--- config.mk ---
export PLATFORM = sky130hd
export DESIGN_NAME = pointer_frame_decoder
export DESIGN_NICKNAME = d
export VERILOG_FILES = /design/src/rtl/pointer_frame_decoder.sv
export SDC_FILE = /design/constraint.sdc
export NUM_CORES = 1
export LEC_CHECK = 0
export ABC_AREA = 1
export BUFFER_PORTS_ARGS = -buffer_cell sky130_fd_sc_hd__buf_2
export CAP_MARGIN = 20
export CORE_MARGIN = 4
export CORE_UTILIZATION = 35
export CTS_BUF_LIST = sky130_fd_sc_hd__clkbuf_4 sky130_fd_sc_hd__clkbuf_8
export CTS_CLUSTER_SIZE = 24
export DETAILED_ROUTE_END_ITERATION = 8
export GPL_ROUTABILITY_DRIVEN = 0
export HOLD_SLACK_MARGIN = 0.02
export MAX_ROUTING_LAYER = met4
export SYNTH_ARGS = -nofsm -noshare
export SYNTH_HDL_FRONTEND = slang
export SYNTH_SLANG_ARGS = --single-unit
--- constraint.sdc ---
create_clock -name clk -period 4.1 [get_ports clk]
set_input_delay 0.205 -clock clk [delete_from_list [all_inputs] [get_ports clk]]
set_output_delay 0.205 -clock clk [all_outputs]
set_load 0.03 [all_outputs]
--- src/rtl/pointer_frame_decoder.sv ---
// Host-side receiver for the CD-i pointing-device byte protocol: captures the device ID,
// reassembles 3-byte motion frames and integrates the deltas into a clamped cursor position.
module pointer_frame_decoder #(
    parameter int TIMEOUT_TICKS = 500000,
    parameter int POS_W         = 10,
    parameter int X_MAX         = 383,
    parameter int Y_MAX         = 279
) (
    input  logic             clk,
    input  logic             reset_n,
    input  logic             rts,
    input  logic [7:0]       serial_in_data,
    input  logic             serial_in_write,
    output logic [7:0]       device_id,
    output logic             id_valid,
    output logic             id_supported,
    output logic             frame_valid,
    output logic [1:0]       btn,
    output logic [7:0]       dx,
    output logic [7:0]       dy,
    output logic [POS_W-1:0] pos_x,
    output logic [POS_W-1:0] pos_y,
    output logic             err,
    output logic [7:0]       err_cnt
);

    localparam int CNT_W = $clog2(TIMEOUT_TICKS + 1);

    typedef enum logic [1:0] {
        ST_WAIT_ID = 2'd0,
        ST_HEAD    = 2'd1,
        ST_XLOW    = 2'd2,
        ST_YLOW    = 2'd3
    } state_t;

    state_t             state_r;
    state_t             state_next_s;
    logic [CNT_W-1:0]   tmr_r;
    logic [5:0]         head_r;
    logic [5:0]         xlow_r;
    logic               in_frame_s;
    logic               timeout_s;
    logic               id_load_s;
    logic               head_load_s;
    logic               xlow_load_s;
    logic               frame_done_s;
    logic               err_s;
    logic [7:0]         dx_next_s;
    logic [7:0]         dy_next_s;

    logic [7:0]         device_id_r;
    logic               id_valid_r;
    logic               id_supported_r;
    logic               frame_valid_r;
    logic [1:0]         btn_r;
    logic [7:0]         dx_r;
    logic [7:0]         dy_r;
    logic [POS_W-1:0]   pos_x_r;
    logic [POS_W-1:0]   pos_y_r;
    logic               err_r;
    logic [7:0]         err_cnt_r;

    // Add a signed byte delta to a position with one guard bit, clamping into [0, max].
    function automatic logic [POS_W-1:0] clamp_add(
        input logic [POS_W-1:0] pos,
        input logic [7:0]       delta,
        input logic [POS_W-1:0] max
    );
        logic signed [POS_W:0] sum;
        sum = $signed({1'b0, pos}) + $signed({{(POS_W-7){delta[7]}}, delta});
        if (sum[POS_W]) begin
            return '0;
        end else if (sum > $signed({1'b0, max})) begin
            return max;
        end else begin
            return sum[POS_W-1:0];
        end
    endfunction

    function automatic logic [7:0] sat_inc(input logic [7:0] value, input logic inc);
        if (inc && (value != 8'hFF)) begin
            return value + 8'd1;
        end else begin
            return value;
        end
    endfunction

    assign in_frame_s = (state_r == ST_XLOW) || (state_r == ST_YLOW);
    // A byte arriving on the expiry cycle wins over the timeout.
    assign timeout_s  = in_frame_s && !rts && !serial_in_write &&
                        (tmr_r == CNT_W'(TIMEOUT_TICKS - 1));
    assign dx_next_s  = {head_r[1:0], xlow_r};
    assign dy_next_s  = {head_r[3:2], serial_in_data[5:0]};

    // FSM state register.
    always_ff @(posedge clk or negedge reset_n) begin
        if (!reset_n) begin
            state_r <= ST_WAIT_ID;
        end else begin
            state_r <= state_next_s;
        end
    end

    // FSM next-state logic; rts overrides any byte in the same cycle.
    always_comb begin
        state_next_s = state_r;
        if (rts) begin
            state_next_s = ST_WAIT_ID;
        end else if (serial_in_write) begin
            case (state_r)
                ST_WAIT_ID: state_next_s = ST_HEAD;
                ST_HEAD: begin
                    if (serial_in_data[7:6] == 2'b11) begin
                        state_next_s = ST_XLOW;
                    end else begin
                        state_next_s = ST_HEAD;
                    end
                end
                ST_XLOW, ST_YLOW: begin
                    case (serial_in_data[7:6])
                        2'b10:   state_next_s = (state_r == ST_XLOW) ? ST_YLOW : ST_HEAD;
                        2'b11:   state_next_s = ST_XLOW;
                        default: state_next_s = ST_HEAD;
                    endcase
                end
                default: state_next_s = ST_WAIT_ID;
            endcase
        end else if (timeout_s) begin
            state_next_s = ST_HEAD;
        end else begin
            state_next_s = state_r;
        end
    end

    // FSM control outputs: load strobes and error detection.
    always_comb begin
        id_load_s    = 1'b0;
        head_load_s  = 1'b0;
        xlow_load_s  = 1'b0;
        frame_done_s = 1'b0;
        err_s        = 1'b0;
        if (rts) begin
            err_s = 1'b0;
        end else if (serial_in_write) begin
            case (state_r)
                ST_WAIT_ID: id_load_s = 1'b1;
                ST_HEAD: begin
                    if (serial_in_data[7:6] == 2'b11) begin
                        head_load_s = 1'b1;
                    end else begin
                        err_s = 1'b1;
                    end
                end
                ST_XLOW, ST_YLOW: begin
                    case (serial_in_data[7:6])
                        2'b10: begin
                            xlow_load_s  = (state_r == ST_XLOW);
                            frame_done_s = (state_r == ST_YLOW);
                        end
                        2'b11: begin
                            head_load_s = 1'b1;
                            err_s       = 1'b1;
                        end
                        default: err_s = 1'b1;
                    endcase
                end
                default: err_s = 1'b0;
            endcase
        end else begin
            err_s = timeout_s;
        end
    end

    // Inter-byte timer: runs only while a frame is partially received.
    always_ff @(posedge clk or negedge reset_n) begin
        if (!reset_n) begin
            tmr_r <= '0;
        end else if (rts || serial_in_write || !in_frame_s || timeout_s) begin
            tmr_r <= '0;
        end else begin
            tmr_r <= tmr_r + CNT_W'(1);
        end
    end

    // Device ID capture; rts only invalidates, the last ID value is kept.
    always_ff @(posedge clk or negedge reset_n) begin
        if (!reset_n) begin
            device_id_r    <= 8'h00;
            id_valid_r     <= 1'b0;
            id_supported_r <= 1'b0;
        end else if (rts) begin
            id_valid_r <= 1'b0;
        end else if (id_load_s) begin
            device_id_r    <= serial_in_data;
            id_valid_r     <= 1'b1;
            id_supported_r <= (serial_in_data == 8'hCA) || (serial_in_data == 8'hCD);
        end
    end

    // Partial-frame holding registers (header payload and low X bits).
    always_ff @(posedge clk or negedge reset_n) begin
        if (!reset_n) begin
            head_r <= 6'd0;
            xlow_r <= 6'd0;
        end else begin
            if (head_load_s) begin
                head_r <= serial_in_data[5:0];
            end
            if (xlow_load_s) begin
                xlow_r <= serial_in_data[5:0];
            end
        end
    end

    // Frame outputs and position integration on the final byte of a frame.
    always_ff @(posedge clk or negedge reset_n) begin
        if (!reset_n) begin
            frame_valid_r <= 1'b0;
            btn_r         <= 2'd0;
            dx_r          <= 8'd0;
            dy_r          <= 8'd0;
            pos_x_r       <= '0;
            pos_y_r       <= '0;
        end else begin
            frame_valid_r <= frame_done_s;
            if (frame_done_s) begin
                btn_r   <= {head_r[4], head_r[5]};
                dx_r    <= dx_next_s;
                dy_r    <= dy_next_s;
                pos_x_r <= clamp_add(pos_x_r, dx_next_s, POS_W'(X_MAX));
                pos_y_r <= clamp_add(pos_y_r, dy_next_s, POS_W'(Y_MAX));
            end
        end
    end

    // Error pulse and saturating error counter.
    always_ff @(posedge clk or negedge reset_n) begin
        if (!reset_n) begin
            err_r     <= 1'b0;
            err_cnt_r <= 8'd0;
        end else begin
            err_r     <= err_s;
            err_cnt_r <= sat_inc(err_cnt_r, err_s);
        end
    end

    assign device_id    = device_id_r;
    assign id_valid     = id_valid_r;
    assign id_supported = id_supported_r;
    assign frame_valid  = frame_valid_r;
    assign btn          = btn_r;
    assign dx           = dx_r;
    assign dy           = dy_r;
    assign pos_x        = pos_x_r;
    assign pos_y        = pos_y_r;
    assign err          = err_r;
    assign err_cnt      = err_cnt_r;

endmodule

; After elaboration in Yosys (flattened, before gate mapping)
; Cells that the tools add are included.
[totals]
out_inout_bits = 58
mem_bits_rw = 0
romBits = 0
latch_bits = 0
elab_cells = 83
mem_count = 0
inputBits = 12
regBits = 91
[classes]
shifts = 0
div_mod_pow = 0
n_eq_ne = 9
mux = 34
n_lt_le_gt_ge = 2
reduce_logical = 18
n_addsub = 4
n_mul = 0
n_bitwise = 1
[op_table]
columns = cell, count
row1 = $mux W10, 4
row2 = $add A11 B8 Y11, 2
row3 = $gt A11 B10 Y1 const B, 2
row4 = $mux W1, 21
row5 = $add A19 B1 Y19 const B, 1
row6 = $eq A19 B19 Y1 const B, 1
row7 = $mux W19, 1
row8 = $eq A8 B8 Y1 const B, 2
row9 = $mux W2, 5
row10 = $add A8 B1 Y8 const B, 1
row11 = $eq A2 B2 Y1 const B, 4
row12 = $ne A8 B8 Y1 const B, 1
row13 = $pmux W2 S3, 1
row14 = $logic_or A1 B1 Y1, 5
row15 = $logic_and A1 B1 Y1, 4
row16 = $pmux W2 S2, 1
row17 = $logic_not A1 Y1, 3
row18 = $reduce_bool A3 Y1, 1
row19 = $reduce_or A3 Y1, 1
row20 = $eq A2 B1 Y1 const B, 1
row21 = $logic_not A2 Y1, 1
row22 = $pmux W1 S2, 1
row23 = $reduce_and A2 Y1, 1
row24 = $reduce_bool A2 Y1, 1
row25 = 2 further kinds, 2

; Logic depth before layout (Yosys ltp)
[depth]
depth_word = 8
ltp_mapped = 16
mapped_depth_nobuf = 16

; Worst setup path after synthesis
; OpenSTA, ideal clock, no wires.
[synth_path]
kind = flip-flop to flip-flop
from = register pos_y_r[0] (netlist: pos_y[0])
to = register pos_y_r[1] (netlist: pos_y[1])
t_arrival_ns = 2.050
path_buffers = 0
stages_incl_launch_ff = 16
setup_ns = 0.117
t_required_ns = 3.983
setup_slack_ns = 1.933
synth_period_minus_slack_ns = 2.167
cell_sequence = dfrtp_1 -> ha_1 -> inv_1 -> fa_1 -> inv_1 -> nand3_1 -> nand2_1 -> nand2_1 -> nand2_1 -> nand2_1 -> nand3_1 -> nand2_1 -> nand2_1 -> nand3_1 -> nand2_1 -> nand2_1
[synth_via]
elab_chain_len = 4
[synth_lines]
columns = element, line_no
row1 = from (decl), 59  ; logic [POS_W-1:0] pos_y_r;
row2 = from (signal assigned), 231  ; pos_y_r <= clamp_add(pos_y_r, dy_next_s, POS_W'(Y_MAX));
row3 = $add A11 B8 Y11 *, 70  ; sum = $signed({1'b0, pos}) + $signed({{(POS_W-7){delta[7]}}, delta});
row4 = $gt A11 B10 Y1, 73  ; end else if (sum > $signed({1'b0, max})) begin
row5 = $mux W10, 73
row6 = $mux W10 *, 71  ; if (sum[POS_W]) begin
; Mark *: on every way between the ends. The rest lies on a longest branch, timed or not.
; A chain may end at the register's enable or synchronous reset.

; Worst setup path in the final report
[layout_path]
from = register state_r[1]
to = register pos_x_r[1] (netlist: pos_x[1])
[layout_via]
elab_chain_len = 5
elab_cells_between_ends = 7
classes_between = 2 x eq/ne / 4 x mux / 1 x reduce/logical
[layout_lines]
columns = element, line_no
row1 = from (decl), 36  ; state_t state_r;
row2 = from (signal assigned), 100  ; state_r <= state_next_s;
row3 = "$eq A2 B2 Y1, on equally long branches", "145, 158"
row4 = $mux W1 or $reduce_or A2 Y1 (tied branches), "155, 145"
row5 = $mux W1 *, 145  ; case (state_r)
row6 = $mux W1 *, 144  ; end else if (serial_in_write) begin
row7 = $mux W1 *, 142  ; if (rts) begin
row8 = to (signal assigned), 230  ; pos_x_r <= clamp_add(pos_x_r, dx_next_s, POS_W'(X_MAX));
row9 = to (decl), 58  ; logic [POS_W-1:0] pos_x_r;
; Marks and branches as above.

==> summary.md <==
| Metric | Value |
|---|---|
| Post-DR vias/cell | `approximately 4.9` |
| Hold_buf cts | `1` |
| DRT antenna net count | `0` |
| Post-DP HPWL | `9430 um` |
| GRT Util Overall | `16.2%` |
| Slew headroom | `42.5%` |
| Die area | `0.0164 mm2` |
| Synth Area per Inst | `7.77 um2` |
| Syn. warnings | `0` |
| Initial DRC count | `161` |
| Final design utilization | `41.4%` |
| Drt drc | `0` |
| Bufs on Longest Clock Path | `2` |
| Design Area, Final | `0.00580 mm2` |
| CP Class | `reg -> reg` |
| Htree depth | `3` |
| Number of max-cap violations | `0` |
| CP Capture Type | `register` |
| Post-Synthesis Cells | `650` |
| FP Rows | `43` |
| Share of layout cells above drive strength 1 | `15.2%` |
| N_diodes | `0` |
| Final Hold Fails | `0` |
| Clock tree root driver cell | `clkbuf_8` |
| RSZ-0062 raised after global routing | `no` |
| Critical path's slowest cell | `inv_1` |
| PortBufs | `69` |
| Placed cell area | `0.00559 mm2` |
| Final wirelength | `12200 um` |
| Maximum fanout along the worst path | `28` |
| Final Cycle Share | `roughly three fifths` |
| Cell breakdown of the critical path | `inv_1 -> nor3_2 -> nand3_2 -> inv_1 -> nand2_1 -> inv_1 -> nand2_1 -> nand2_1` |
| Remaining Overflow, GRT | `0` |
| Largest net degree at the start of global routing | `69` |
| Achievable Freq | `approximately 420 MHz` |
| Resized Gates After CTS | `0` |
| Crit path DAT | `2.68 ns` |
| Clock transition at the registers of the reported paths | `about 0.08 ns` |
| Initial antenna violation count | `0` |
| Global-route wire length before repair | `21000 um` |
| Commonest cells after routing, fill and taps aside | `nand2_1, dfrtp_1, inv_1, buf_2, nor2_1` |
| Syn Std Cell Area | `0.00505 mm2` |
| Worst setup SP type | `register` |
| Register bit count reported by yosys | `around 90` |
| Worst Skew | `0.00970 ns` |
| Final TNS setup | `0 ns` |
| # setup viols final | `0` |
| Vias in the first global route | `4333` |
| Syn nets | `686` |
| IO Count | `70` |
| Area growth from synthesis to final layout | `14.8%` |
| DR pass1 iterations | `4` |
| Status | `finished clean` |
| Static Leak | `3.18 nW` |
| Commonest non-fill, non-tap cell in the layout | `nand2_1` |
| Register area share after synthesis | `45.1%` |
| Die Wd | `around 130 um` |
| Worst IR Drop VDD | `~0.00017 V` |
| Via count | `4397` |
| CP top delay family | `simple AND/OR/NAND/NOR gates` |
| Yosys cell types | `36` |
| Post-CTS setup repair buffer count | `0` |
| Routed length per instance | `13.5 um` |
| Placeable Area | `0.0140 mm2` |
| Worst Hold Class | `in -> reg` |
| Skew-Pair Late Insertion Delay | `0.35 ns` |
| Final Net Count | `between 700 and 800` |
| Max-slew violations | `0` |
| Clock Sinks | `91` |
| Critical path required time | `4.38 ns` |
| Final min period | `2.39 ns` |
| Worst slew pin tran | `0.862 ns` |
| CP bufs+invs | `3` |
| Die height | `between 100 and 150 um` |
| CTS tree | `done` |
| Initial Util | `36.1%` |
| Power density cells | `375 mW/mm2` |
| CP max stage delay | `0.54 ns` |
| CTS Buf Count | `9` |
flip-flops by register name, indices dropped and copies added, names as in the netlist:
signal        cells
tmr_r            19
pos_x            10
pos_y            10
device_id         8
dx                8
dy                8
err_cnt           8
head_r            6
xlow_r            6
btn               2
state_r           2
err               1
frame_valid       1
id_supported      1
id_valid          1
layer usage:
metal	global-route usage, %	wire [um]	vias to the layer above
li1	-	-	2225
met2	25.1	5600	104
met3	2.42	523	24
met5	-	0	-
met1	21.1	5740	2044
met4	6.87	348	0
final cells by class:
cell class | count | area [um2]
fillers | 1419 | 8190
clock inverters | 2 | 35.0
clock buffers | 13 | 166
flip-flops and latches | 91 | 2280
repair buffers | 72 | 373
well taps | 180 | 225
inverters | 72 | 270
multi-input cells | 476 | 2450
stage by stage:
stage	hold WS, ns	cells	total power [mW]	setup WS (ns)
after floorplan	-0.0906	650	1.41	1.93
after global placement	0.379	890	1.57	1.77
after detailed placement	0.393	890	1.58	1.70
after CTS	0.0501	906	2.20	1.68
after global routing	0.0526	906	2.32	1.43
final	0.0653	906	2.18	1.71
where the power goes:
part	leakage [nW]	internal [mW]	total [mW]	switching, mW
registers	1.24	0.968	1.04	0.0763
logic	1.84	0.164	0.511	0.347
clock network	0.106	0.325	0.620	0.295
synth_stat cells:
cell / instances / share of area [%]
nor2_4: 2 / 0.45
nand4_2: 1 / 0.25
nand2_1: 230 / 17
nor3_2: 4 / 0.79
nor3_1: 10 / 0.99
o41ai_1: 2 / 0.35
nand3b_1: 3 / 0.45
buf_2: 3 / 0.30
a31oi_1: 1 / 0.12
and3_1: 1 / 0.12
a21oi_1: 17 / 1.7
nand3_1: 38 / 3.8
o21a_1: 3 / 0.45
xor2_1: 15 / 2.6
inv_2: 2 / 0.15
dfrtp_1: 91 / 45
nand4_1: 13 / 1.6
o21ai_0: 36 / 3.6
or2_2: 1 / 0.12
buf_6: 1 / 0.22
nor4_1: 5 / 0.62
ha_1: 22 / 5.5
clkbuf_1: 7 / 0.52
o21bai_1: 2 / 0.30
o21ai_1: 1 / 0.099
nand2_4: 1 / 0.22
nand2_2: 4 / 0.50
nor2_2: 7 / 0.87
mux2_2: 1 / 0.22
fa_1: 2 / 0.79
a21o_1: 3 / 0.45
nor3b_1: 1 / 0.15
nand3_2: 1 / 0.20
inv_1: 70 / 5.2
nor2_1: 43 / 3.2
xnor2_1: 6 / 1.0
worst paths after layout:
kind | startpoint | end | slack [ns] | depth (start not counted)
max | state_r[1] | pos_x[1] | 1.71 | 8
min | serial_in_data[5] | id_supported | 0.07 | 2
max reg2reg | state_r[1] | pos_x[1] | 1.71 | 8
min reg2reg | dx[2] | dx[2] | 0.48 | 2
max in group asynchronous | reset_n | xlow_r[0] | 2.74 | 3
min in group asynchronous | reset_n | tmr_r[12] | 0.50 | 2
worst reg2reg max path, stage by stage, from the launching register on:
cell	delay (ns)
dfrtp_1	0.42
inv_1	0.09
nor3_2	0.25
nand3_2	0.47
inv_1	0.54
nand2_1	0.15
inv_1	0.24
nand2_1	0.10
nand2_1	0.07
logic make-up after synthesis:
kind of cell | count (synthesis) | share of synthesized area [%]
compound gates | 65 | 7.01
xor+xnor | 21 | 3.64
fa+ha+maj | 24 | 6.24
buf+inv | 83 | 6.39
flops | 91 | 45.1
mux | 1 | 0.223
simple gates | 365 | 31.4
Power figures use the tool's default switching activity.
